File: src/rtl/mem_req_queue_if.sv
// mem_req_queue_if: request/response bundle between the EX/LSU issue logic
// and the memory request queue.
//   req_*   : upstream request (valid/ready handshake, cmd, addr, data, size, tag)
//   resp_*  : one-cycle tagged completion pulse back to the requester
// master = issue logic side, slave = queue side.
interface mem_req_queue_if #(
    parameter int TAG_W = 5,
    parameter int XLEN  = 32
) ();
    logic             req_valid;
    logic             req_ready;
    logic [1:0]       req_cmd;
    logic [XLEN-1:0]  req_addr;
    logic [63:0]      req_data;
    logic [2:0]       req_size;
    logic [TAG_W-1:0] req_tag;

    logic             resp_valid;
    logic             resp_is_load;
    logic [TAG_W-1:0] resp_tag;
    logic [63:0]      resp_data;

    modport master (
        output req_valid, req_cmd, req_addr, req_data, req_size, req_tag,
        input  req_ready, resp_valid, resp_is_load, resp_tag, resp_data
    );

    modport slave (
        input  req_valid, req_cmd, req_addr, req_data, req_size, req_tag,
        output req_ready, resp_valid, resp_is_load, resp_tag, resp_data
    );
endinterface

File: src/rtl/mem_req_queue.sv
// mem_req_queue: in-order load/store FIFO in front of the dcache.
// Presents one request at a time on proc2Dcache_*, holds it until `finished`,
// then spends one NONE cycle (GAP) before the next. Loads get their lane
// extracted and sign/zero-extended from Dcache_data_out; every completed,
// non-flushed request produces a one-cycle tagged response.
// Ports:
//   clock, reset        : clock, synchronous active-high reset
//   bus (slave)         : req_* handshake in, resp_* completion out
//   flush               : drop all queued entries not currently in flight
//   proc2Dcache_*       : command/addr/data/size to dcache (0 outside ISSUE)
//   Dcache_data_out     : doubleword holding the addressed bytes
//   Dcache_valid_out    : informational, not used
//   finished            : dcache completed the current request
//   count               : FIFO occupancy
//   timeout_err         : sticky stall flag (optional)
// Optional feature macro: MEM_REQ_QUEUE_TIMEOUT_EN enables a 10-bit ISSUE
// watchdog driving timeout_err; otherwise timeout_err is tied to 0.
module mem_req_queue #(
    parameter int DEPTH = 4,
    parameter int TAG_W = 5,
    parameter int XLEN  = 32
) (
    input  logic                     clock,
    input  logic                     reset,
    mem_req_queue_if.slave           bus,
    input  logic                     flush,
    output logic [1:0]               proc2Dcache_command,
    output logic [XLEN-1:0]          proc2Dcache_addr,
    output logic [63:0]              proc2Dcache_data,
    output logic [2:0]               proc2Dcache_size,
    input  logic [63:0]              Dcache_data_out,
    input  logic                     Dcache_valid_out,
    input  logic                     finished,
    output logic [$clog2(DEPTH):0]   count,
    output logic                     timeout_err
);
    localparam int PTR_W = $clog2(DEPTH);
    localparam logic [PTR_W:0] DEPTH_C = (PTR_W+1)'(DEPTH);
    localparam logic [1:0] CMD_LOAD = 2'd1, CMD_STORE = 2'd2;

    typedef enum logic [1:0] {IDLE, ISSUE, GAP} state_t;
    state_t state;

    logic [1:0]       q_cmd  [DEPTH];
    logic [XLEN-1:0]  q_addr [DEPTH];
    logic [63:0]      q_data [DEPTH];
    logic [2:0]       q_size [DEPTH];
    logic [TAG_W-1:0] q_tag  [DEPTH];

    logic [PTR_W-1:0] head, tail;
    logic             squashed;   // in-flight request was flushed; swallow its response

    wire unused_dcache_valid = Dcache_valid_out;

    assign bus.req_ready = (count < DEPTH_C);

    wire enq = bus.req_valid && bus.req_ready && !flush &&
               (bus.req_cmd == CMD_LOAD || bus.req_cmd == CMD_STORE);
    wire pop = (state == ISSUE) && finished;

    // Load lane extraction from the head entry (the one in flight).
    logic [63:0] lane, load_ext;
    logic [2:0]  h_size;
    always_comb begin
        h_size   = q_size[head];
        lane     = Dcache_data_out >> {q_addr[head][2:0], 3'b000};
        load_ext = lane;
        case (h_size[1:0])
            2'd0: load_ext = h_size[2] ? {56'b0, lane[7:0]}  : {{56{lane[7]}},  lane[7:0]};
            2'd1: load_ext = h_size[2] ? {48'b0, lane[15:0]} : {{48{lane[15]}}, lane[15:0]};
            2'd2: load_ext = h_size[2] ? {32'b0, lane[31:0]} : {{32{lane[31]}}, lane[31:0]};
            default: load_ext = lane;
        endcase
    end

    // Entry storage needs no reset; validity is tracked by head/tail/count.
    always_ff @(posedge clock) begin
        if (enq) begin
            q_cmd[tail]  <= bus.req_cmd;
            q_addr[tail] <= bus.req_addr;
            q_data[tail] <= bus.req_data;
            q_size[tail] <= bus.req_size;
            q_tag[tail]  <= bus.req_tag;
        end
    end

    always_ff @(posedge clock) begin
        if (reset) begin
            state               <= IDLE;
            head                <= '0;
            tail                <= '0;
            count               <= '0;
            squashed            <= 1'b0;
            proc2Dcache_command <= '0;
            proc2Dcache_addr    <= '0;
            proc2Dcache_data    <= '0;
            proc2Dcache_size    <= '0;
            bus.resp_valid      <= 1'b0;
            bus.resp_is_load    <= 1'b0;
            bus.resp_tag        <= '0;
            bus.resp_data       <= '0;
        end else begin
            // Occupancy and pointers. A flush keeps only the in-flight head,
            // and only while it has not completed this same cycle.
            if (flush) begin
                if (state == ISSUE) begin
                    head  <= head + PTR_W'(pop);
                    tail  <= head + PTR_W'(1);
                    count <= pop ? '0 : (PTR_W+1)'(1);
                end else begin
                    tail  <= head;
                    count <= '0;
                end
            end else begin
                if (enq) tail <= tail + PTR_W'(1);
                if (pop) head <= head + PTR_W'(1);
                count <= count + (PTR_W+1)'(enq) - (PTR_W+1)'(pop);
            end

            bus.resp_valid <= 1'b0;

            case (state)
                IDLE, GAP: begin
                    // In GAP the head pointer already reflects the pop.
                    if (count != '0 && !flush) begin
                        state               <= ISSUE;
                        squashed            <= 1'b0;
                        proc2Dcache_command <= q_cmd[head];
                        proc2Dcache_addr    <= q_addr[head];
                        proc2Dcache_data    <= q_data[head];
                        proc2Dcache_size    <= q_size[head];
                    end else begin
                        state <= IDLE;
                    end
                end
                ISSUE: begin
                    if (flush) squashed <= 1'b1;
                    if (finished) begin
                        state               <= GAP;
                        proc2Dcache_command <= '0;
                        proc2Dcache_addr    <= '0;
                        proc2Dcache_data    <= '0;
                        proc2Dcache_size    <= '0;
                        bus.resp_valid      <= !(squashed || flush);
                        bus.resp_is_load    <= (q_cmd[head] == CMD_LOAD);
                        bus.resp_tag        <= q_tag[head];
                        bus.resp_data       <= (q_cmd[head] == CMD_LOAD) ? load_ext : 64'b0;
                    end
                end
                default: state <= IDLE;
            endcase
        end
    end

`ifdef MEM_REQ_QUEUE_TIMEOUT_EN
    // Watchdog: counter holds at 0 outside ISSUE, so it restarts on every
    // entry. The flag rises in the ISSUE cycle whose count is 1023.
    logic [9:0] to_cnt;
    always_ff @(posedge clock) begin
        if (reset) begin
            to_cnt      <= '0;
            timeout_err <= 1'b0;
        end else if (state == ISSUE) begin
            if (to_cnt != 10'd1023) to_cnt <= to_cnt + 10'd1;
            if (to_cnt == 10'd1022) timeout_err <= 1'b1;
        end else begin
            to_cnt <= '0;
        end
    end
`else
    assign timeout_err = 1'b0;
`endif

endmodule

File: src/flat_wrapper.sv
// flat-port wrapper written by rule: the top's interface ports become plain ports
module mem_req_queue_flat 
#(
    parameter int DEPTH = 4,
    parameter int TAG_W = 5,
    parameter int XLEN  = 32
)
  (clock, reset, flush, proc2Dcache_command, proc2Dcache_addr, proc2Dcache_data, proc2Dcache_size, Dcache_data_out, Dcache_valid_out, finished, count, timeout_err, bus_req_valid, bus_req_cmd, bus_req_addr, bus_req_data, bus_req_size, bus_req_tag, bus_req_ready, bus_resp_valid, bus_resp_is_load, bus_resp_tag, bus_resp_data);
  mem_req_queue_if #(.TAG_W(TAG_W), .XLEN(XLEN)) bus_i ();
  input  logic clock;
  input  logic reset;
  input  logic flush;
  output logic [1:0] proc2Dcache_command;
  output logic [XLEN-1:0] proc2Dcache_addr;
  output logic [63:0] proc2Dcache_data;
  output logic [2:0] proc2Dcache_size;
  input  logic [63:0] Dcache_data_out;
  input  logic Dcache_valid_out;
  input  logic finished;
  output logic [$clog2(DEPTH):0] count;
  output logic timeout_err;
  input wire logic [$bits(bus_i.req_valid)-1:0] bus_req_valid;
  input wire logic [$bits(bus_i.req_cmd)-1:0] bus_req_cmd;
  input wire logic [$bits(bus_i.req_addr)-1:0] bus_req_addr;
  input wire logic [$bits(bus_i.req_data)-1:0] bus_req_data;
  input wire logic [$bits(bus_i.req_size)-1:0] bus_req_size;
  input wire logic [$bits(bus_i.req_tag)-1:0] bus_req_tag;
  output wire logic [$bits(bus_i.req_ready)-1:0] bus_req_ready;
  output wire logic [$bits(bus_i.resp_valid)-1:0] bus_resp_valid;
  output wire logic [$bits(bus_i.resp_is_load)-1:0] bus_resp_is_load;
  output wire logic [$bits(bus_i.resp_tag)-1:0] bus_resp_tag;
  output wire logic [$bits(bus_i.resp_data)-1:0] bus_resp_data;
  assign bus_i.req_valid = bus_req_valid;
  assign bus_i.req_cmd = bus_req_cmd;
  assign bus_i.req_addr = bus_req_addr;
  assign bus_i.req_data = bus_req_data;
  assign bus_i.req_size = bus_req_size;
  assign bus_i.req_tag = bus_req_tag;
  assign bus_req_ready = bus_i.req_ready;
  assign bus_resp_valid = bus_i.resp_valid;
  assign bus_resp_is_load = bus_i.resp_is_load;
  assign bus_resp_tag = bus_i.resp_tag;
  assign bus_resp_data = bus_i.resp_data;
  mem_req_queue #(.DEPTH(DEPTH), .TAG_W(TAG_W), .XLEN(XLEN)) u_core (.clock(clock), .reset(reset), .bus(bus_i), .flush(flush), .proc2Dcache_command(proc2Dcache_command), .proc2Dcache_addr(proc2Dcache_addr), .proc2Dcache_data(proc2Dcache_data), .proc2Dcache_size(proc2Dcache_size), .Dcache_data_out(Dcache_data_out), .Dcache_valid_out(Dcache_valid_out), .finished(finished), .count(count), .timeout_err(timeout_err));
endmodule
File: config.mk
export PLATFORM = sky130hd
export DESIGN_NAME = mem_req_queue_flat
export DESIGN_NICKNAME = d
export VERILOG_FILES = /design/src/rtl/mem_req_queue_if.sv /design/src/rtl/mem_req_queue.sv /design/src/flat_wrapper.sv
export SDC_FILE = /design/constraint.sdc
export NUM_CORES = 1
export LEC_CHECK = 0
export CAP_MARGIN = 10
export CORE_MARGIN = 2
export CORE_UTILIZATION = 49
export DETAILED_ROUTE_END_ITERATION = 10
export DONT_BUFFER_PORTS = 1
export PLACE_DENSITY = 0.65
export SLEW_MARGIN = 20
export SYNTH_ARGS = -nofsm -noshare
export SYNTH_HDL_FRONTEND = slang
export SYNTH_SLANG_ARGS = --single-unit
File: constraint.sdc
create_clock -name clock -period 6.6 [get_ports clock]
set_input_delay 1.32 -clock clock [delete_from_list [all_inputs] [get_ports clock]]
set_output_delay 1.32 -clock clock [all_outputs]
set_load 0.02 [all_outputs]
==> results.yml, run 1 <==
clock_tree:
  ctsResizeCount: 0
  cts_tree: "done"
  root_buffer: "clkbuf_16"
  numCtsBuffers: 60
  cts_max_level: 2
  postCtsSetupRepairBufs: 0
  clk_pin_slew_ns: 0.06
  cts.sinks: 608
  clkLatencyLatePin_ns: 0.63
  cts.path.max_buffers: 3
  cts_hold_buf: 0
setup_path:
  worstPathRequired_ns: 7.05
  crit_end: "u_core.bus.resp_data[56]"
  cp_slowest_cell: "dfxtp_4"
  crit_type: "register to register"
  arrival_ns: 4.74
  ff2ff_path_depth: 7
  critical-path-top-delay-family: "compound AO/OA/AOI/OAI gates"
  path_cells: "mux4_2 -> or2_1 -> o22ai_2 -> o21ai_4 -> a21oi_4 -> a21oi_4 -> o21ai_0"
  start_kind: "register"
  cp_common_cell: "a21oi_4"
  r2r_slack_ns: 2.31
  r2r-end: "u_core.bus.resp_data[56]"
  critical_path.max_stage_delay_ns: 0.94
  cp_num_cells: 7
  cp_max_fo: 55
  path_buf_inv: 0
  end_kind: "register"
placement:
  io_buffer_count: 0
  globalplace.congestion: 0.9171
  hpwl_mm: 36.46
global_route:
  grt_max_degree: 131
  grt_pass1_wl_mm: 87.35
  overflow: 0
  antenna_found_initial: 1
  groute.usage.overall: 0.2339
  first_global_vias: 13690
yosys:
  yosys_warnings: 0
  syn_area_um2: 23650
  synthCells: 1615
  ys_seq_elements: 608
  ys_async_sr_fraction: 0
  yosys-top-cells-area: "edfxtp_1 (54%), dfxtp_1 (16%), mux4_2 (10%)"
  synth_top_area_share: 0.5384
  synth_top_area_cell: "edfxtp_1"
  synth.distinct_cells: 56
  synth_edf_count: 424
  seq_area_frac_synth: 0.6941
  synthesis.nets: 1799
  synth_top_flop_cell: "edfxtp_1"
  avgSynthCellArea_um2: 14.64
drt:
  drt-pass1-iter-count: 5
  final_antenna_net_count: 0
  drc_errors: 0
  vias: 13630
  routedWlPerCell_um: 26.26
  drt_iter0_drc: 1100
  postRouteWirelength_mm: 59.06
  routed_via_density: 6.061
power:
  vdd_drop_max_mv: 0.2113
  p_per_area_nw_per_um2: 304.7
  leakage_nw: 8.297
  finalPower_mw: 7.991
floorplan:
  core_area_um2: 47650
  die_x_um: 223.7
  num_io_pins: 353
  num_rows: 80
  die_h_um: 223.7
  floorplan.initialDensity: 0.4963
  die_area_um2: 50040
finish:
  syn_to_final_growth_pct: 10.88
  nFillCells: 3846
  nNetsFinal: 1765
  drive_above_1_share: 0.1581
timing:
  rsz0062_at_grt: "no"
  slew_viol_final: 0
  post-route-period-util: 0.6502
  fin_crit_ns: 4.291
  finalHoldViolations: 0
  fin_skew_ns: 0.02843
  setup_tns_ns: 0
  setup_viol: 0
  fmax_mhz: 233.0
  max_slew_margin: 0.2627
  tightest_slew_ns: 1.106
hold_path:
  hold_path_class: "register to register"
status:
  outcome: "complete, no violations"
flow_run:
  cap_violations: 0
[registers in the layout, summed over array words and instances (netlist names), named ones only]
signal and flops:
u_core.state 2, u_core.q_cmd 8, u_core.squashed 1, u_core.bus.resp_tag 5, u_core.bus.resp_valid 1, u_core.proc2Dcache_data 64
u_core.q_tag 20, u_core.count 3, u_core.q_data 256, u_core.bus.resp_is_load 1, u_core.proc2Dcache_addr 32, u_core.head 2
u_core.tail 2, u_core.proc2Dcache_command 2, u_core.q_size 12, u_core.proc2Dcache_size 3, u_core.q_addr 128, u_core.bus.resp_data 64
[through the flow]
stage	utilization	instances	hold slack, ns	area, µm²	setup slack [ns]
floorplan	-	1615	0.4016	23650	1.323
global placement	0.5061	2134	0.4192	24110	2.430
detailed placement	0.5061	2134	0.4115	24110	2.360
CTS	0.5502	2247	0.4263	26220	2.340
global route	0.5504	2249	0.4512	26220	2.041
finish	0.5504	2249	0.4296	26220	2.309
[report_power, final]
group	internal (mW)	switching (mW)
logic	0.0804	0.146
registers	4.13	0.0384
clock network	2.16	1.44
[metal layers]
| metal | vias to the layer above | GRT usage | routed length, µm |
|---|---|---|---|
| li1 | 6104 | - | - |
| met1 | 6924 | 0.2717 | 21630 |
| met2 | 485 | 0.3974 | 29490 |
| met3 | 118 | 0.08067 | 5487 |
| met4 | 0 | 0.09699 | 2461 |
| met5 | - | 0 | 0 |
[worst reg2reg max path: cells and delay by family (launching register included)]
| kind | cells | cell delay [ns] |
|---|---|---|
| compound gates | 5 | 1.64 |
| flops | 1 | 0.94 |
| mux | 1 | 0.80 |
| simple gates | 1 | 0.75 |
[logic make-up after synthesis]
family / after synthesis / share of synthesized area
simple gates: 418 / 0.07682
flops: 608 / 0.6941
mux: 155 / 0.1230
xor+xnor: 7 / 0.002593
buf+inv: 125 / 0.02317
compound gates: 293 / 0.07555
other cells: 1 / 0.0001586
fa+ha+maj: 8 / 0.004550
[cells in the mapped netlist (2+ instances only)]
cell	count
a211oi_1	15
nor2b_1	3
a21o_1	7
a22oi_1	7
o221ai_1	16
inv_1	8
a21oi_1	151
dfxtp_1	184
mux2i_1	35
buf_2	18
a31oi_1	8
nand3_1	121
a221o_1	16
o21ai_1	30
a21oi_4	2
xnor2_1	6
buf_6	6
o21ai_0	18
buf_4	3
clkbuf_1	79
nand2b_1	7
o21bai_1	2
buf_1	10
nand2_1	233
mux4_2	107
o22ai_1	10
and2_1	5
nor3_1	5
ha_1	7
nor2_1	34
o22ai_2	2
edfxtp_1	424
mux2_2	12
nor3b_1	2
[cell type report]
| class | instances | area (µm²) | share of cell area |
|---|---|---|---|
| well taps | 615 | 769.5 | 0.02934 |
| diodes | 2 | 5.005 | 0.0001909 |
| clock inverters | 35 | 491.7 | 0.01875 |
| clock buffers | 78 | 1610 | 0.06141 |
| inverters | 9 | 33.78 | 0.001288 |
| multi-input cells | 882 | 6726 | 0.2565 |
| flip-flops and latches | 608 | 16420 | 0.6263 |
| repair buffers | 20 | 162.7 | 0.006203 |
[layout by cell type (no fill, tap or decap), types with 6 or more instances in the layout]
| master | count |
|---|---|
| bufinv_16 | 11 |
| o221ai_1 | 16 |
| nor2_1 | 32 |
| o21ai_1 | 30 |
| clkinv_2 | 13 |
| a221o_1 | 16 |
| a21o_1 | 7 |
| nand3_1 | 121 |
| dfxtp_1 | 182 |
| o22ai_1 | 10 |
| nand2b_1 | 7 |
| clkbuf_16 | 60 |
| a211oi_1 | 15 |
| a22oi_1 | 7 |
| mux2i_1 | 34 |
| nand2_1 | 232 |
| mux4_2 | 107 |
| a21oi_1 | 151 |
| edfxtp_1 | 424 |
| o21ai_0 | 18 |
| a31oi_1 | 8 |
| xnor2_1 | 6 |
| ha_1 | 7 |
| buf_4 | 19 |
| inv_1 | 8 |
| mux2_2 | 12 |
| clkbuf_1 | 13 |
[worst min path at each step]
stage | from | end | slack [ns] | depth (start not counted)
final | u_core.squashed | u_core.bus.resp_valid | 0.43 | 1
after global routing | u_core.squashed | u_core.bus.resp_valid | 0.45 | 1
after CTS | u_core.squashed | u_core.bus.resp_valid | 0.43 | 1
after detailed placement | u_core.squashed | u_core.bus.resp_valid | 0.41 | 1
after global placement | u_core.squashed | u_core.bus.resp_valid | 0.42 | 1
after floorplan | u_core.squashed | u_core.bus.resp_valid | 0.40 | 1
(Power assumes the default switching activity.)
==> run 2: changes to the inputs <==
--- a/config.mk
+++ b/config.mk
@@ -10,7 +10,7 @@
 export CORE_UTILIZATION = 49
 export DETAILED_ROUTE_END_ITERATION = 10
 export DONT_BUFFER_PORTS = 1
-export PLACE_DENSITY = 0.65
+export PLACE_DENSITY = 0.67
 export SLEW_MARGIN = 20
 export SYNTH_ARGS = -nofsm -noshare
 export SYNTH_HDL_FRONTEND = slang
==> constraint.sdc (replaced) <==
create_clock -name clock -period 3.6 [get_ports clock]
set_input_delay 0.72 -clock clock [delete_from_list [all_inputs] [get_ports clock]]
set_output_delay 0.72 -clock clock [all_outputs]
set_load 0.02 [all_outputs]
==> run 2 against run 1 <==
  * Sequential share of layout area is 0.81 points lower
  * Largest cell class unchanged
  * Global-route usage hardly changed
  * Count of clock-buffer cells in the layout stayed put
  * Die area stayed put
  * Critical path depth is 1 higher
  * Via count is 0.10% lower
  * First-iteration DRC count is 14% lower
==> results.yml, run 2 (synthesized netlist as in run 1, its figures left out) <==
setup_path:
  end_kind: "register"
  r2r_slack_ns: 0.31
  worstPathRequired_ns: 4.06
  cp_max_fo: 20
  crit_type: "register to register"
  ff2ff_path_depth: 8
  start_kind: "register"
  arrival_ns: 3.74
  r2r-end: "u_core.bus.resp_data[39]"
hold_path:
  hold_path_class: "input pin to register"
  hold_end: "u_core.q_data[3][37]"
  min_path_cells: 0
  min_from: "bus_req_data[37]"
timing:
  setup_viol: 0
  rsz0062_at_grt: "no"
  post-route-period-util: 0.9129
  fin_crit_ns: 3.286
  fin_skew_ns: 0.02992
  tightest_slew_ns: 1.007
  slew_viol_final: 0
  finalHoldViolations: 0
  max_slew_margin: 0.3262
  setup_tns_ns: 0
  fmax_mhz: 304.3
  hold_slack_ns: 0.1886
finish:
  nFillCells: 3757
  antenna_cells: 0
  largest_reg_flops: 256
  nNetsFinal: 1781
  syn_to_final_growth_pct: 12.33
  largest_register: "u_core.q_data"
  reg.largest.list: "u_core.q_data x256, u_core.q_addr x128"
  mostFrequentLayoutCells: "edfxtp_1 (424), nand2_1 (232), dfxtp_1 (182)"
  final_cell_area_um2: 26570
  drive_above_1_share: 0.1691
  layout_commonest_cell: "edfxtp_1"
placement:
  io_buffer_count: 0
  hpwl_mm: 37.00
  place_area_um2: 24330
  globalplace.congestion: 0.9157
power:
  p_per_area_nw_per_um2: 562.6
  leakage_nw: 8.449
  vdd_drop_max_mv: 0.5443
floorplan:
  die_area_um2: 50040
  die_h_um: 223.7
  floorplan.initialDensity: 0.4963
  num_io_pins: 353
  die_x_um: 223.7
  num_rows: 80
  core_area_um2: 47650
clock_tree:
  clkLatencyLatePin_ns: 0.62
  numCtsBuffers: 61
  root_buffer: "clkbuf_16"
  cts_max_level: 2
  cts.path.max_buffers: 3
  cts.sinks: 608
  clk_pin_slew_ns: 0.06
  cts_tree: "done"
  postCtsSetupRepairBufs: 0
drt:
  final_antenna_net_count: 0
  postRouteWirelength_mm: 59.56
  vias: 13620
  drc_errors: 0
  drt_iter0_drc: 949
  drt-pass1-iter-count: 5
  routed_via_density: 6.012
  routedWlPerCell_um: 26.30
global_route:
  antenna_found_initial: 0
  first_global_vias: 13590
  overflow: 0
  grt_pass1_wl_mm: 87.37
  groute.usage.overall: 0.2343
  grt_max_degree: 131
flow_run:
  cap_violations: 0
status:
  outcome: "complete, no violations"
## run 2: cell count changes in the layout (fill, tap and decap cells not counted), sizes merged
cell,previous run,this run
buf,20,34
bufinv,11,13
diode,2,0
a21oi,153,154
clkinv,20,21
clkinvlp,1,2
inv,12,11
## run 2: how the worst max path moves through the flow
stage,endpoint,cells past startpoint,slack [ns],from
floorplan,u_core.q_addr[2][0],3,0.06,flush
global placement,u_core.bus.resp_data[57],7,0.27,register
detailed placement,u_core.bus.resp_data[57],7,0.15,register
CTS,u_core.bus.resp_data[57],7,0.14,register
global route,u_core.bus.resp_data[52],7,0.07,register
finish,u_core.bus.resp_data[39],8,0.31,register
## run 2: worst max-delay path, cell delays in order, from the launching register on
cell	delay [ns]
dfxtp_4	0.49
mux4_2	0.68
buf_4	0.28
mux2i_1	0.24
o22ai_2	0.15
o21ai_4	0.29
a21oi_4	0.16
a21oi_2	0.71
o21ai_1	0.15
## run 2: per-stage QoR
stage	cells	util	power, mW	setup slack [ns]
floorplan	1615	-	8.099	0.05688
global placement	2148	0.5107	8.212	0.2691
detailed placement	2148	0.5107	8.221	0.1513
CTS	2264	0.5573	15.06	0.1390
global route	2265	0.5576	15.35	0.06700
finish	2265	0.5576	14.94	0.3135
## run 2: report_power, final
group          leakage, nW  internal, mW  switching, mW
combinational         2.05         0.157          0.276
clock                 1.09          4.19           2.68
sequential            5.31          7.57         0.0696
total                 8.45          11.9           3.03
## run 2: final cells by class
type,count,area [µm²],share of cell area
Sequential cell,608,16420,0.6182
Multi-Input combinational cell,883,6733,0.2534
Clock buffer,78,1650,0.06212
Tap cell,615,769.5,0.02897
Clock inverter,38,571.8,0.02152
Timing Repair Buffer,34,384.1,0.01446
Inverter,9,33.78,0.001272
## run 2: what timing repair did
| action | 4_1_cts | 5_1_grt |
|---|---|---|
| gates resized for setup | 0 | 1 |
| hold buffers | 0 | 0 |
| endpoints found under the setup margin | 0 | 5 |
## run 2: per-layer routing
metal	track usage	share of wire
met1	0.2777	0.38
met2	0.3957	0.50
met3	0.08959	0.099
met4	0.07441	0.031
met5	0	0
==> run 3: changes to the inputs <==
--- a/config.mk
+++ b/config.mk
@@ -6,11 +6,13 @@
 export NUM_CORES = 1
 export LEC_CHECK = 0
 export CAP_MARGIN = 10
+export CELL_PAD_IN_SITES_DETAIL_PLACEMENT = 1
+export CELL_PAD_IN_SITES_GLOBAL_PLACEMENT = 1
 export CORE_MARGIN = 2
-export CORE_UTILIZATION = 49
+export CORE_UTILIZATION = 47
 export DETAILED_ROUTE_END_ITERATION = 10
 export DONT_BUFFER_PORTS = 1
-export PLACE_DENSITY = 0.67
+export PLACE_DENSITY = 0.76
 export SLEW_MARGIN = 20
 export SYNTH_ARGS = -nofsm -noshare
 export SYNTH_HDL_FRONTEND = slang
==> run 3 against run 2 <==
  * Setup slack better by 0.027 ns
  * Clock skew decreased by 0.0085 ns
  * Critical path depth down 1
  * Non-clock buffer count grew 6
  * Largest cell class unchanged
  * Combinational power is essentially flat
  * Register-to-register slack better by 0.03 ns
  * Die area rose by 4.2%
  * Flip-flop and latch count stayed put
  * Final cell count rose by 2.9%
  * Highest routed layer unchanged
==> results.yml, run 3 (synthesized netlist as in run 1, its figures left out) <==
floorplan:
  die_x_um: 228.3
  num_rows: 82
  floorplan.initialDensity: 0.4743
  die_h_um: 228.3
  die_area_um2: 52130
  core_area_um2: 49860
  num_io_pins: 353
finish:
  largest_reg_flops: 256
  layout_commonest_cell: "edfxtp_1"
  reg.largest.list: "u_core.q_data x256, u_core.q_addr x128"
  syn_to_final_growth_pct: 12.20
  final_cell_area_um2: 26530
  mostFrequentLayoutCells: "edfxtp_1 (424), nand2_1 (232), dfxtp_1 (182)"
  drive_above_1_share: 0.1652
  antenna_cells: 0
  largest_register: "u_core.q_data"
  finish.utilization: 0.5321
  nNetsFinal: 1791
setup_path:
  arrival_ns: 3.69
  start_kind: "register"
  cp_max_fo: 32
  crit_type: "register to register"
  worstPathRequired_ns: 4.03
  end_kind: "register"
clock_tree:
  numCtsBuffers: 66
  clkLatencyLatePin_ns: 0.60
  clk_pin_slew_ns: 0.06
  cts_hold_buf: 0
  ctsResizeCount: 0
  root_buffer: "clkbuf_16"
  cts.path.max_buffers: 3
  postCtsSetupRepairBufs: 0
  cts_max_level: 3
  cts.sinks: 608
  cts_tree: "done"
power:
  leakage_nw: 8.413
  p_per_area_nw_per_um2: 554.8
  vdd_drop_max_mv: 0.4786
timing:
  fin_ws_ns: 0.3405
  slew_viol_final: 0
  rsz0062_at_grt: "no"
  fin_crit_ns: 3.259
  hold_slack_ns: 0.2150
  setup_tns_ns: 0
  tightest_slew_ns: 1.107
  finalHoldViolations: 0
  post-route-period-util: 0.9054
  fin_skew_ns: 0.02142
  fmax_mhz: 306.8
  setup_viol: 0
  max_slew_margin: 0.2620
drt:
  routed_via_density: 6.039
  final_antenna_net_count: 0
  postRouteWirelength_mm: 65.34
  vias: 14080
  drt_iter0_drc: 881
  drt-pass1-iter-count: 7
  routedWlPerCell_um: 28.03
  drc_errors: 0
global_route:
  overflow: 0
  grt_max_degree: 131
  first_global_vias: 15350
  groute.usage.overall: 0.2522
  antenna_found_initial: 0
  grt_pass1_wl_mm: 98.66
placement:
  io_buffer_count: 0
  globalplace.congestion: 0.8853
  pre_cts_slack_ns: 0.3993
  place_area_um2: 24410
  hpwl_mm: 41.94
hold_path:
  hold_path_class: "input pin to register"
status:
  outcome: "complete, no violations"
flow_run:
  cap_violations: 0
==> run 3: cell types whose count changed in the layout (fill, tap and decap cells not counted) <==
| cell | change |
|---|---|
| buf_4 | +10 |
| clkbuf_16 | +8 |
| a21oi_2 | -1 |
| buf_6 | -1 |
| clkinv_1 | +8 |
| clkbuf_1 | +6 |
| buf_12 | -3 |
| clkbuf_8 | -1 |
| clkinv_4 | -1 |
| clkinv_8 | -2 |
| clkinv_2 | -5 |
| bufinv_16 | -9 |
==> run 3: worst paths after layout <==
check	depth (start not counted)	slack [ns]	endpoint	start
hold reg to reg	1	0.44	u_core.bus.resp_valid	u_core.squashed
hold / removal	1	0.21	u_core.count[1]	flush
setup / recovery	7	0.34	u_core.bus.resp_data[57]	register
setup reg to reg	7	0.34	u_core.bus.resp_data[57]	register
==> run 3: power breakdown <==
group	total, mW	switching, mW	internal [mW]	leakage [nW]
Combinational	0.436	0.279	0.157	2.06
Sequential	7.64	0.0749	7.57	5.31
Clock	6.64	2.73	3.92	1.03
Total	14.7	3.08	11.6	8.41
==> run 3: cell type report <==
class	count	area [µm²]
clock buffer	91	1859
clock inverter	29	265.3
fill	4717	23330
inverter	9	33.78
multi-input combinational	882	6724
sequential	608	16420
tap	672	840.8
timing repair buffer	40	387.9
==> run 3: metal layers <==
metal / routed length (µm) / global-route usage / vias to the layer above
met5: 0 / 0 / -
met2: 33360 / 0.4385 / 530
met3: 5672 / 0.08121 / 105
li1: - / - / 6141
met4: 2056 / 0.09355 / 0
met1: 24250 / 0.2921 / 7302
==> run 3: per-stage QoR <==
stage	power, mW	instances
CTS	14.84	2331
global route	15.14	2331
finish	14.72	2331
detailed placement	8.226	2211
global placement	8.205	2211
floorplan	8.099	1615
==> run 3: critical path, cell delays in order (launching register included) <==
cell and delay [ns]:
dfxtp_4 0.48, mux4_2 0.73, mux2i_1 0.32, o22ai_2 0.15, o21ai_4 0.32, a21oi_4 0.11, a21oi_4 0.73, o21ai_0 0.23
